## config.mk

```make
export PLATFORM = sky130hd
export DESIGN_NAME = caliptra_ext_xccm_loader
export DESIGN_NICKNAME = d
export VERILOG_FILES = /design/src/rtl/caliptra_ext_xccm_loader.sv
export SDC_FILE = /design/constraint.sdc
export NUM_CORES = 1
export LEC_CHECK = 0
export BUFFER_PORTS_ARGS = -buffer_cell sky130_fd_sc_hd__buf_2
export CAP_MARGIN = 20
export CORE_MARGIN = 2
export CORE_UTILIZATION = 55
export DETAILED_ROUTE_END_ITERATION = 6
export GPL_TIMING_DRIVEN = 0
export HOLD_SLACK_MARGIN = 0.03
export PLACE_DENSITY = 0.87
export SYNTH_ARGS = -nofsm -noshare
export SYNTH_HDL_FRONTEND = slang
export SYNTH_SLANG_ARGS = --single-unit
```

## constraint.sdc

```tcl
create_clock -name core_clk -period 11.9 [get_ports core_clk]
set_input_delay 1.785 -clock core_clk [delete_from_list [all_inputs] [get_ports core_clk]]
set_output_delay 1.785 -clock core_clk [all_outputs]
set_load 0.02 [all_outputs]
```

## src/rtl/caliptra_ext_xccm_loader.sv

```systemverilog
// Backdoor preload engine: SECDED-encodes a 32-bit word stream and writes it into ICCM, DCCM
// or mailbox SRAM at consecutive word addresses, one word per cycle, with no CPU involvement.
module caliptra_ext_xccm_loader #(
    parameter int unsigned ICCM_DEPTH = 8192,
    parameter int unsigned DCCM_DEPTH = 8192,
    parameter int unsigned MBOX_DEPTH = 32768
) (
    input  logic         core_clk,
    input  logic         core_rst,
    input  logic         start,
    input  logic [1:0]   target,
    input  logic [14:0]  base_addr,
    input  logic [15:0]  word_count,
    input  logic         in_valid,
    input  logic [31:0]  in_data,
    output logic         in_ready,
    output logic         busy,
    output logic         done,
    output logic         err,
    output logic [15:0]  words_written,
    output logic         ext_iccm_we,
    output logic         ext_dccm_we,
    output logic         ext_mbox_we,
    output logic [14:0]  ext_xccm_addr,
    output logic [155:0] ext_xccm_wdata
);

    localparam logic [1:0] ST_IDLE  = 2'd0;
    localparam logic [1:0] ST_LOAD  = 2'd1;
    localparam logic [1:0] ST_DRAIN = 2'd2;
    localparam logic [1:0] ST_FIN   = 2'd3;

    localparam logic [1:0] TGT_ICCM = 2'd0;
    localparam logic [1:0] TGT_DCCM = 2'd1;
    localparam logic [1:0] TGT_MBOX = 2'd2;

    localparam logic [16:0] ICCM_LIMIT = 17'(ICCM_DEPTH);
    localparam logic [16:0] DCCM_LIMIT = 17'(DCCM_DEPTH);
    localparam logic [16:0] MBOX_LIMIT = 17'(MBOX_DEPTH);

    // Hamming parity masks matching the VeeR rvecc_encode equations; ecc[6] is overall parity.
    function automatic logic [6:0] secded_enc(input logic [31:0] d);
        logic [5:0] p;
        p[0] = ^(d & 32'h56AA_AD5B);
        p[1] = ^(d & 32'h9B33_366D);
        p[2] = ^(d & 32'hE3C3_C78E);
        p[3] = ^(d & 32'h03FC_07F0);
        p[4] = ^(d & 32'h03FF_F800);
        p[5] = ^(d & 32'hFC00_0000);
        return {^{p, d}, p};
    endfunction

    logic [1:0]  state_q, state_d;
    logic [1:0]  target_q, target_d;
    logic [14:0] addr_q, addr_d;
    logic [15:0] remaining_q, remaining_d;
    logic [14:0] wr_addr_q, wr_addr_d;
    logic [38:0] wr_cw_q, wr_cw_d;
    logic        we_q, we_d;
    logic [15:0] words_written_q, words_written_d;
    logic        done_q, done_d;
    logic        err_q, err_d;

    logic [16:0] job_end;
    logic [16:0] job_limit;
    logic        job_bad;
    logic        accept;

    always_comb begin
        job_end = {2'b00, base_addr} + {1'b0, word_count};
        case (target)
            TGT_ICCM: job_limit = ICCM_LIMIT;
            TGT_DCCM: job_limit = DCCM_LIMIT;
            TGT_MBOX: job_limit = MBOX_LIMIT;
            default:  job_limit = 17'd0;
        endcase
        job_bad = (target == 2'd3) || (job_end > job_limit);
    end

    assign accept = (state_q == ST_LOAD) && in_valid;

    // The strobe stage is one register deep, so every accept becomes a write exactly one cycle later.
    always_comb begin
        state_d         = state_q;
        target_d        = target_q;
        addr_d          = addr_q;
        remaining_d     = remaining_q;
        wr_addr_d       = wr_addr_q;
        wr_cw_d         = wr_cw_q;
        we_d            = 1'b0;
        words_written_d = words_written_q + 16'(we_q);
        err_d           = 1'b0;

        case (state_q)
            ST_IDLE: begin
                if (start) begin
                    if (job_bad) begin
                        err_d = 1'b1;
                    end else begin
                        target_d        = target;
                        words_written_d = 16'd0;
                        if (word_count == 16'd0) begin
                            state_d = ST_FIN;
                        end else begin
                            addr_d      = base_addr;
                            remaining_d = word_count;
                            state_d     = ST_LOAD;
                        end
                    end
                end
            end
            ST_LOAD: begin
                if (accept) begin
                    wr_cw_d     = {secded_enc(in_data), in_data};
                    wr_addr_d   = addr_q;
                    addr_d      = addr_q + 15'd1;
                    remaining_d = remaining_q - 16'd1;
                    we_d        = 1'b1;
                    if (remaining_q == 16'd1) begin
                        state_d = ST_DRAIN;
                    end
                end
            end
            ST_DRAIN: state_d = ST_FIN;
            default:  state_d = ST_IDLE;
        endcase

        done_d = (state_d == ST_FIN);
    end

    always_ff @(posedge core_clk) begin
        if (core_rst) begin
            state_q         <= ST_IDLE;
            target_q        <= 2'd0;
            addr_q          <= 15'd0;
            remaining_q     <= 16'd0;
            wr_addr_q       <= 15'd0;
            wr_cw_q         <= 39'd0;
            we_q            <= 1'b0;
            words_written_q <= 16'd0;
            done_q          <= 1'b0;
            err_q           <= 1'b0;
        end else begin
            state_q         <= state_d;
            target_q        <= target_d;
            addr_q          <= addr_d;
            remaining_q     <= remaining_d;
            wr_addr_q       <= wr_addr_d;
            wr_cw_q         <= wr_cw_d;
            we_q            <= we_d;
            words_written_q <= words_written_d;
            done_q          <= done_d;
            err_q           <= err_d;
        end
    end

    assign in_ready       = (state_q == ST_LOAD);
    assign busy           = (state_q != ST_IDLE);
    assign done           = done_q;
    assign err            = err_q;
    assign words_written  = words_written_q;
    assign ext_iccm_we    = we_q && (target_q == TGT_ICCM);
    assign ext_dccm_we    = we_q && (target_q == TGT_DCCM);
    assign ext_mbox_we    = we_q && (target_q == TGT_MBOX);
    assign ext_xccm_addr  = wr_addr_q;
    assign ext_xccm_wdata = {4{wr_cw_q}};

endmodule
```

==> results of run 1 <==
## worst max-delay path by stage
stage | start | end | slack (ps) | depth (start not counted)
detailed placement | base_addr[3] | done | 5180 | 21
global route | base_addr[3] | done | 4750 | 21
floorplan | base_addr[3] | addr_q[2] | 6190 | 22
global placement | base_addr[3] | done | 5210 | 21
CTS | base_addr[3] | done | 5540 | 21
finish | base_addr[3] | done | 5440 | 21
## layout make-up
cell class / count / share of cell area
Antenna cell: 2 / 0.000549
Buffer: 160 / 0.118
Clock buffer: 10 / 0.0262
Clock inverter: 6 / 0.0103
Inverter: 15 / 0.00618
Multi-Input combinational cell: 652 / 0.434
Sequential cell: 108 / 0.237
Tap cell: 172 / 0.0236
Timing Repair Buffer: 262 / 0.144
## registers in the layout (all words and copies together), names as in the netlist, 2 cells and up
name / count
addr_q: 15
ext_xccm_addr: 15
remaining_q: 16
state_q: 2
target_q: 2
words_written: 16
wr_cw_q: 39
## per-layer routing
layer | share of wire | GRT usage | vias to the layer above | wire [um]
met5 | 0 | 0 | - | 0
met3 | 0.080 | 0.0700 | 55 | 1820
li1 | - | - | 3646 | -
met2 | 0.48 | 0.524 | 367 | 10900
met4 | 0.036 | 0.126 | 0 | 812
met1 | 0.40 | 0.380 | 3530 | 9150
## power breakdown
| part | switching (mW) | internal, mW |
|---|---|---|
| sequential | 0.0237 | 0.381 |
| clock | 0.142 | 0.193 |
| combinational | 0.231 | 0.164 |
## per-stage QoR
stage | std cells | hold WS [ps] | cell area, sq um | utilization | worst slack, ps
3_5_place_dp | 1369 | 449 | 8780 | 0.690 | 5180
4_1_cts | 1385 | 459 | 9110 | 0.716 | 5540
3_3_place_gp | 1369 | 441 | 8780 | 0.690 | 5210
5_1_grt | 1387 | 471 | 9110 | 0.716 | 4750
2_1_floorplan | 935 | 441 | 7250 | - | 6190
6_report | 1387 | 456 | 9110 | 0.716 | 5440
## Yosys cell counts (10+ instances only)
library cell / n
ha_1: 22
a21oi_1: 107
o21ai_0: 22
a21o_1: 10
nor3_1: 23
inv_1: 13
nand2_1: 160
clkbuf_1: 32
o32ai_2: 12
xnor2_1: 59
xor2_1: 20
buf_4: 117
nand3_1: 24
and3_1: 13
nor2_1: 70
dfxtp_1: 108
## cells by family after synthesis
logic type | share of synthesized area
fa+ha+maj | 0.0407
mux | 0.00276
compound gates | 0.200
simple gates | 0.207
xor+xnor | 0.0954
flops | 0.298
buf+inv | 0.156
## worst max-delay path, delay by kind of cell
kind | cells | cell delay [ps]
compound gates | 10 | 2090
simple gates | 7 | 1730
fa+ha+maj | 2 | 690
mux | 1 | 220
buf+inv | 1 | 130
==> run metrics, run 1 <==
CTS root buffer clkbuf_16; die height 119 um; CP max stage cell nor4b_1; synth unique cells 69; largest cells by area after synthesis dfxtp_1 30%, buf_4 12%, nand2_1 8.3%; PortBufs 262; Longest Clk Path Bufs 2; Crit path required time approximately 12000 ps; initial antenna violation count 2; CORE AREA 0.0127 sq mm; max_cap viols 0; Starting Density 0.570; first-pass GRT wire length between 30000 and 40000 um; worst vdd ir 0.147 mV; Synth Register Bits between 100 and 150; clock skew 5.27 ps; hold path start ext_xccm_addr[0]; critical path launch point type input pin; Slew Limit Fails 0; number of synthesized flops with an enable pin 0; clk_lat worst skew 350 ps; Synth area leader dfxtp_1; crit-path max cell delay 560 ps; die width about 120 um; sequential-to-total area share from yosys stat 0.298; clock slew at reported path FFs 70 ps; clk sinks 108; Register-to-Register Path Depth 12; setup TNS 0 ps; overall power ~1.1 mW; Avg Cell Area, Syn a little under 8 sq um; min Tclk post-route ~6500 ps; RR Startpoint state_q[1]; Detail Route Antenna Nets 0; post-synthesis cell count 935; Area Growth Syn to Fin 25.7%; HP Class register to register; Worst-Margin Slew 745 ps; Worst path most repeated cell nand2_1; Hold Crit Endpoint ext_xccm_addr[0]; final setup fails 0; leakage about 4.4 nW; fillers 1071; TritonCTS clock tree yes; CTS buffer count 9; row count 41; Post-CTS Setup Bufs 0; cts hold-fix bufs 0; nets 1300; crit path cell chain buf_2 > ha_1 > a21o_1 > a21oi_2 > a21oi_1 > o21ai_0 > nand2_1 > a21o_1 > a41oi_1 > mux2i_1 > nand2_1 > ha_1 > nand2_1 > nor4_1 > o2111ai_1 > a2111oi_0 > o2111ai_1 > nor4b_1 > or2_1 > a21oi_1 > nor4b_1; Post-Syn Area 0.00725 sq mm; commonest non-fill, non-tap cell in the layout buf_2; f_max 0.155 GHz; remaining global-route overflow 0; # IOs 263; post-CTS sizing 0; GRT Resource Usage Total 0.310; 1st-iter DRT viols 802; DRC Markers 0; dpl hpwl roughly 18000 um; drt wl/cell 16.4 um; layout cells sized above 1 0.352; worst hold stages 2; DR vias 7598; most frequent cells in the layout 267 x buf_2, 160 x nand2_1, 117 x buf_4; Synthesized Nets ~1000; multi-input logic area around 0.004 sq mm; H-tree depth 3; Async S/R FF share, synth 0; largest net degree at the start of global routing 19; die area 0.0141 sq mm; WP data arrival 6660 ps; status finished clean; first-pass iteration count of the detailed router 6; Reg-to-Reg End addr_q[13]; crit-path max FO 6; Pwr per Cell Area 124 mW/mm^2; GP Congestion 0.961; vias per cell 5.48; final-report hold violation count 0; CP Class input pin to register; register area 0.00216 sq mm; post-synth top area share 0.298; CP endpoint kind register; relative slew slack 0.503; Final Cycle Share 0.543; final wirelength approximately 23000 um; Syn. warnings 0; RSZ-0062 raised after global routing false; vias in the first global route 6988; Top FF cell, synth dfxtp_1; reg2reg setup slack approximately 9000 ps
No activity file was read; power rests on OpenSTA's default activity.
==> run 2: changes to the inputs <==
CORE_UTILIZATION = 46   (was 55)
PLACE_DENSITY = 0.78   (was 0.87)
clock period = 5.9 ns   (was 11.9 ns; I/O delays follow)
==> run metrics, run 2 (synthesized netlist as in run 1, its figures left out) <==
status finished clean; Reg-to-Reg End remaining_q[2]; hold path start ext_xccm_addr[6]; critical path launch point type input pin; final-report hold violation count 0; CP max stage cell and4bb_2; max_cap viols 0; clk_lat worst skew 360 ps; clock slew at reported path FFs roughly 70 ps; Slew Limit Fails 0; Pwr per Cell Area about 240 mW/mm^2; CORE AREA about 0.015 sq mm; HP Class register to register; Cells after DPL ~1400; crit-path max cell delay around 450 ps; dpl hpwl 18000 um; die area 0.0168 sq mm; Hold Crit Endpoint ext_xccm_addr[6]; final setup fails 0; cell-internal power 1.43 mW; min Tclk post-route 5520 ps; RSZ-0062 raised after global routing false; commonest non-fill, non-tap cell in the layout buf_2; Clock Power Share 0.275; worst vdd ir approximately 0.17 mV; family with the most delay on the worst path compound AO/OA/AOI/OAI gates; Area Growth Syn to Fin 25.9%; DR vias 7477; reg2reg setup slack 2930 ps; PortBufs 262; initial antenna violation count 1; clk sinks 108; CTS buffer count 9; max reg flops 39; Post-CTS Setup Bufs 0; worst hold stages 2; die height 130 um; Longest Clk Path Bufs 2; DRC Markers 0; CP bufs+invs 3; crit-path max FO 10; leakage 4.42 nW; crit path cell chain buf_2 > ha_1 > a21o_1 > a21oi_2 > a21oi_1 > o21ai_0 > nand2_1 > a21o_1 > a41oi_1 > mux2i_1 > nand2_1 > ha_1 > nand2_1 > nor4_1 > o2111ai_1 > a2111oi_0 > o2111ai_1 > and4bb_2 > nor2_2 > buf_6 > buf_6 > o211ai_1 > o31ai_1; CP endpoint kind register; vias in the first global route 6533; CTS root buffer clkbuf_16; Reg with most FFs wr_cw_q; die width between 100 and 150 um; fillers 1476; first-pass iteration count of the detailed router 5; Starting Density 0.473; RR Startpoint state_q[1]; Register-to-Register Path Depth 12; largest net degree at the start of global routing 17; final wirelength 22800 um; WP data arrival 5740 ps; GRT Resource Usage Total 0.259; Final Cycle Share 0.936; clock skew between 7 and 8 ps; remaining global-route overflow 0; Crit path depth 23; net switching power 0.786 mW; row count 45; most frequent cells in the layout 267 x buf_2, 160 x nand2_1, 117 x buf_4; Switching Share 0.354; 1st-iter DRT viols 598; CP Class input pin to register; drt wl/cell around 16 um; layout cells sized above 1 0.352; Worst-Margin Slew 730 ps; Post-Layout Cell Count 1424; GP Congestion about 0.94; nets 1300; Worst path most repeated cell nand2_1; TritonCTS clock tree yes; relative slew slack 0.513; H-tree depth 3; # IOs 263; Detail Route Antenna Nets 0; Combinational Power Share 0.357; Sequential Power Share 0.368; Crit path required time 6120 ps; f_max 0.181 GHz; vias per cell 5.25; setup TNS 0 ps; first-pass GRT wire length around 34000 um
[run 2: stage by stage]
stage	setup slack, ps	util	instance area (sq um)	hold slack, ps	total power [mW]
CTS	324	0.595	9110	459	2.22
detailed placement	-36.6	0.576	8820	446	1.61
global placement	29.2	0.576	8820	443	1.60
global route	177	0.596	9120	480	2.33
finish	379	0.596	9120	455	2.22
floorplan	1090	-	7250	441	1.40
[run 2: final cells by class]
cell class / count / area [sq um] / share of cell area
diodes: 2 / 5.00 / 0.000549
plain buffers: 160 / 1080 / 0.118
clock buffers: 10 / 239 / 0.0262
clock inverters: 4 / 48.8 / 0.00535
inverters: 15 / 56.3 / 0.00617
multi-input cells: 652 / 3960 / 0.434
flip-flops and latches: 108 / 2160 / 0.237
well taps: 211 / 264 / 0.0289
repair buffers: 262 / 1310 / 0.144
[run 2: worst reg2reg max path: cells and delay by family (launching register included)]
| kind | cells | cell delay (ps) |
|---|---|---|
| and+or+nand+nor | 4 | 950 |
| buffers and inverters | 4 | 670 |
| DFF | 1 | 350 |
| AOI/OAI and AO/OA | 4 | 880 |
[run 2: routing by layer]
metal	GRT usage	routed length (um)	vias up	share of wire
li1	-	-	3666	-
met2	0.432	10800	307	0.47
met4	0.0886	493	0	0.022
met5	0	0	-	0
met1	0.335	9810	3467	0.43
met3	0.0533	1710	37	0.075
[run 2: timing repair]
item                       4_1_cts  5_1_grt
hold buffers                     0        0
setup endpoints to repair        0        9
resized for setup                0        1
[run 2: power groups by stage]
| stage | combinational [mW] | sequential, mW | clock, mW |
|---|---|---|---|
| after detailed placement | 0.781 | 0.833 | 0 |
| after CTS | 0.785 | 0.817 | 0.618 |
| after global routing | 0.858 | 0.824 | 0.649 |
| final | 0.793 | 0.818 | 0.610 |
| after floorplan | 0.567 | 0.836 | 0 |
| after global placement | 0.771 | 0.832 | 0 |
[run 2: worst max-delay path by stage]
stage / start / to
2_1_floorplan: base_addr[3] / addr_q[2]
3_3_place_gp: base_addr[3] / words_written[14]
3_5_place_dp: base_addr[3] / words_written[6]
4_1_cts: base_addr[3] / words_written[6]
5_1_grt: base_addr[3] / remaining_q[2]
6_report: base_addr[3] / remaining_q[2]
==> run 3: changes to the inputs <==
--- a/config.mk
+++ b/config.mk
@@ -13,5 +13,5 @@
 export GPL_TIMING_DRIVEN = 0
 export HOLD_SLACK_MARGIN = 0.03
-export PLACE_DENSITY = 0.78
+export PLACE_DENSITY = 0.86
 export SYNTH_ARGS = -nofsm -noshare
 export SYNTH_HDL_FRONTEND = slang
==> constraint.sdc (replaced) <==
create_clock -name core_clk -period 5.9 [get_ports core_clk]
set_input_delay 0.295 -clock core_clk [delete_from_list [all_inputs] [get_ports core_clk]]
set_output_delay 0.295 -clock core_clk [all_outputs]
set_load 0.02 [all_outputs]
==> run metrics, run 3 (synthesized netlist as in run 1, its figures left out) <==
family with the most delay on the worst path compound AO/OA/AOI/OAI gates; leakage around 4.4 nW; post-CTS sizing 0; Clock Power Share 0.289; GRT Resource Usage Total 0.263; worst vdd ir 0.169 mV; final-report hold violation count 0; Register-to-Register Path Depth 12; total inserted antenna cells 0; first-pass iteration count of the detailed router 5; crit path cell chain buf_2 > ha_1 > a21o_1 > a21oi_2 > a21oi_1 > o21ai_0 > nand2_1 > a21o_1 > a41oi_1 > mux2i_1 > nand2_1 > ha_1 > nand2_1 > nor4_1 > o2111ai_1 > a2111oi_0 > o2111ai_1 > nor4b_1 > o21ai_1 > nand2_1 > buf_2 > nor2_1; Detail Route Antenna Nets 0; Area Growth Syn to Fin 26.3%; clock skew 9.48 ps; crit-path max FO 10; H-tree depth 3; clk sinks 108; net switching power just over 0.8 mW; remaining global-route overflow 0; DR vias roughly 7500; fillers approximately 1400; reg2reg setup slack 2880 ps; layout cells sized above 1 0.352; max_cap viols 0; critical path launch point type input pin; GP Congestion 0.915; dpl hpwl ~18000 um; clock slew at reported path FFs roughly 80 ps; vias in the first global route 6853; cts hold-fix bufs 0; vias per cell 5.26; PortBufs 262; Pwr per Cell Area ~250 mW/mm^2; CP endpoint kind register; CORE AREA 0.0153 sq mm; relative slew slack 0.506; Switching Share 0.362; CP max stage cell nor4b_1; die height 130 um; WP data arrival 5340 ps; commonest non-fill, non-tap cell in the layout buf_2; max reg flops 39; Post-Layout Cell Count 1424; TritonCTS clock tree yes; CP Class input pin to register; first-pass GRT wire length ~35000 um; Cells after DPL around 1400; CTS buffer count 9; Crit path depth 22; Post-CTS Setup Bufs 0; status finished clean; CP bufs+invs 2; DP Area 0.00882 sq mm; most frequent cells in the layout 267 x buf_2, 160 x nand2_1, 117 x buf_4; Worst path most repeated cell nand2_1; final wirelength 23000 um; Longest Clk Path Bufs 2; die width 130 um; Reg with most FFs wr_cw_q; Slew Limit Fails 0; DRC Markers 0; initial antenna violation count 0; hold slack 199 ps; f_max 0.196 GHz; min Tclk post-route ~5000 ps; Starting Density 0.473; row count 45; HP Class input pin to register; 1st-iter DRT viols slightly below 600; Combinational Power Share 0.350; Worst-Margin Slew approximately 740 ps; clk_lat worst skew 350 ps; nets between 1000 and 1500; final setup fails 0; Crit path required time 6140 ps; Sequential Power Share 0.361; RSZ-0062 raised after global routing false; drt wl/cell 16.2 um; setup TNS 0 ps; # IOs about 260; cell-internal power 1.44 mW; worst hold stages 3; Layout Cell Area excl Fill 0.00915 sq mm; largest net degree at the start of global routing 22; die area 0.0168 sq mm; crit-path max cell delay roughly 530 ps; CTS root buffer clkbuf_16; Final Cycle Share 0.864
## run 3: changes by cell type in the layout (fill, tap and decap cells not counted)
cell	change
clkbuf_8	-1
clkinv_8	+2
clkinv_2	-2
nor4b_2	-1
inv_6	+1
diode_2	-2
nor4b_1	+1
inv_8	+2
## run 3: path summary, 6_finish.rpt
| check | start | end |
|---|---|---|
| min reg2reg | ext_xccm_addr[8] | ext_xccm_addr[8] |
| max | base_addr[3] | words_written[8] |
| max reg2reg | state_q[1] | addr_q[10] |
| min | in_data[14] | wr_cw_q[14] |
## run 3: worst register-to-register path, delay by kind of cell, from the launching register on
kind / cells / cell delay [ps]
simple gates: 4 / 950
buf+inv: 4 / 690
flops: 1 / 350
compound gates: 4 / 870
## run 3: per-stage QoR
stage / setup slack (ps) / power [mW] / utilization
3_5_place_dp: 595 / 1.61 / 0.576
4_1_cts: 937 / 2.26 / 0.598
6_report: 804 / 2.26 / 0.598
2_1_floorplan: 1680 / 1.40 / -
5_1_grt: 480 / 2.38 / 0.598
3_3_place_gp: 592 / 1.60 / 0.576
## run 3: routing by layer
metal | track usage | vias to the layer above | part of all wire
li1 | - | 3648 | -
met1 | 0.341 | 3448 | 0.41
met2 | 0.441 | 348 | 0.48
met3 | 0.0479 | 50 | 0.077
met4 | 0.0923 | 0 | 0.029
met5 | 0 | - | 0
## run 3: final cells by class
cell class	count	area, sq um	area share
Tap cell	211	264	0.0288
Clock buffer	9	225	0.0246
Inverter	15	56.3	0.00615
Multi-Input combinational cell	652	3960	0.432
Buffer	160	1080	0.118
Sequential cell	108	2160	0.236
Clock inverter	7	103	0.0112
Timing Repair Buffer	262	1310	0.143
## run 3: power groups by stage
| stage | registers [mW] | logic [mW] | clock network, mW |
|---|---|---|---|
| finish | 0.817 | 0.792 | 0.654 |
| global route | 0.824 | 0.867 | 0.692 |
| CTS | 0.816 | 0.783 | 0.663 |
| detailed placement | 0.832 | 0.779 | 0 |
| global placement | 0.830 | 0.768 | 0 |
| floorplan | 0.836 | 0.567 | 0 |
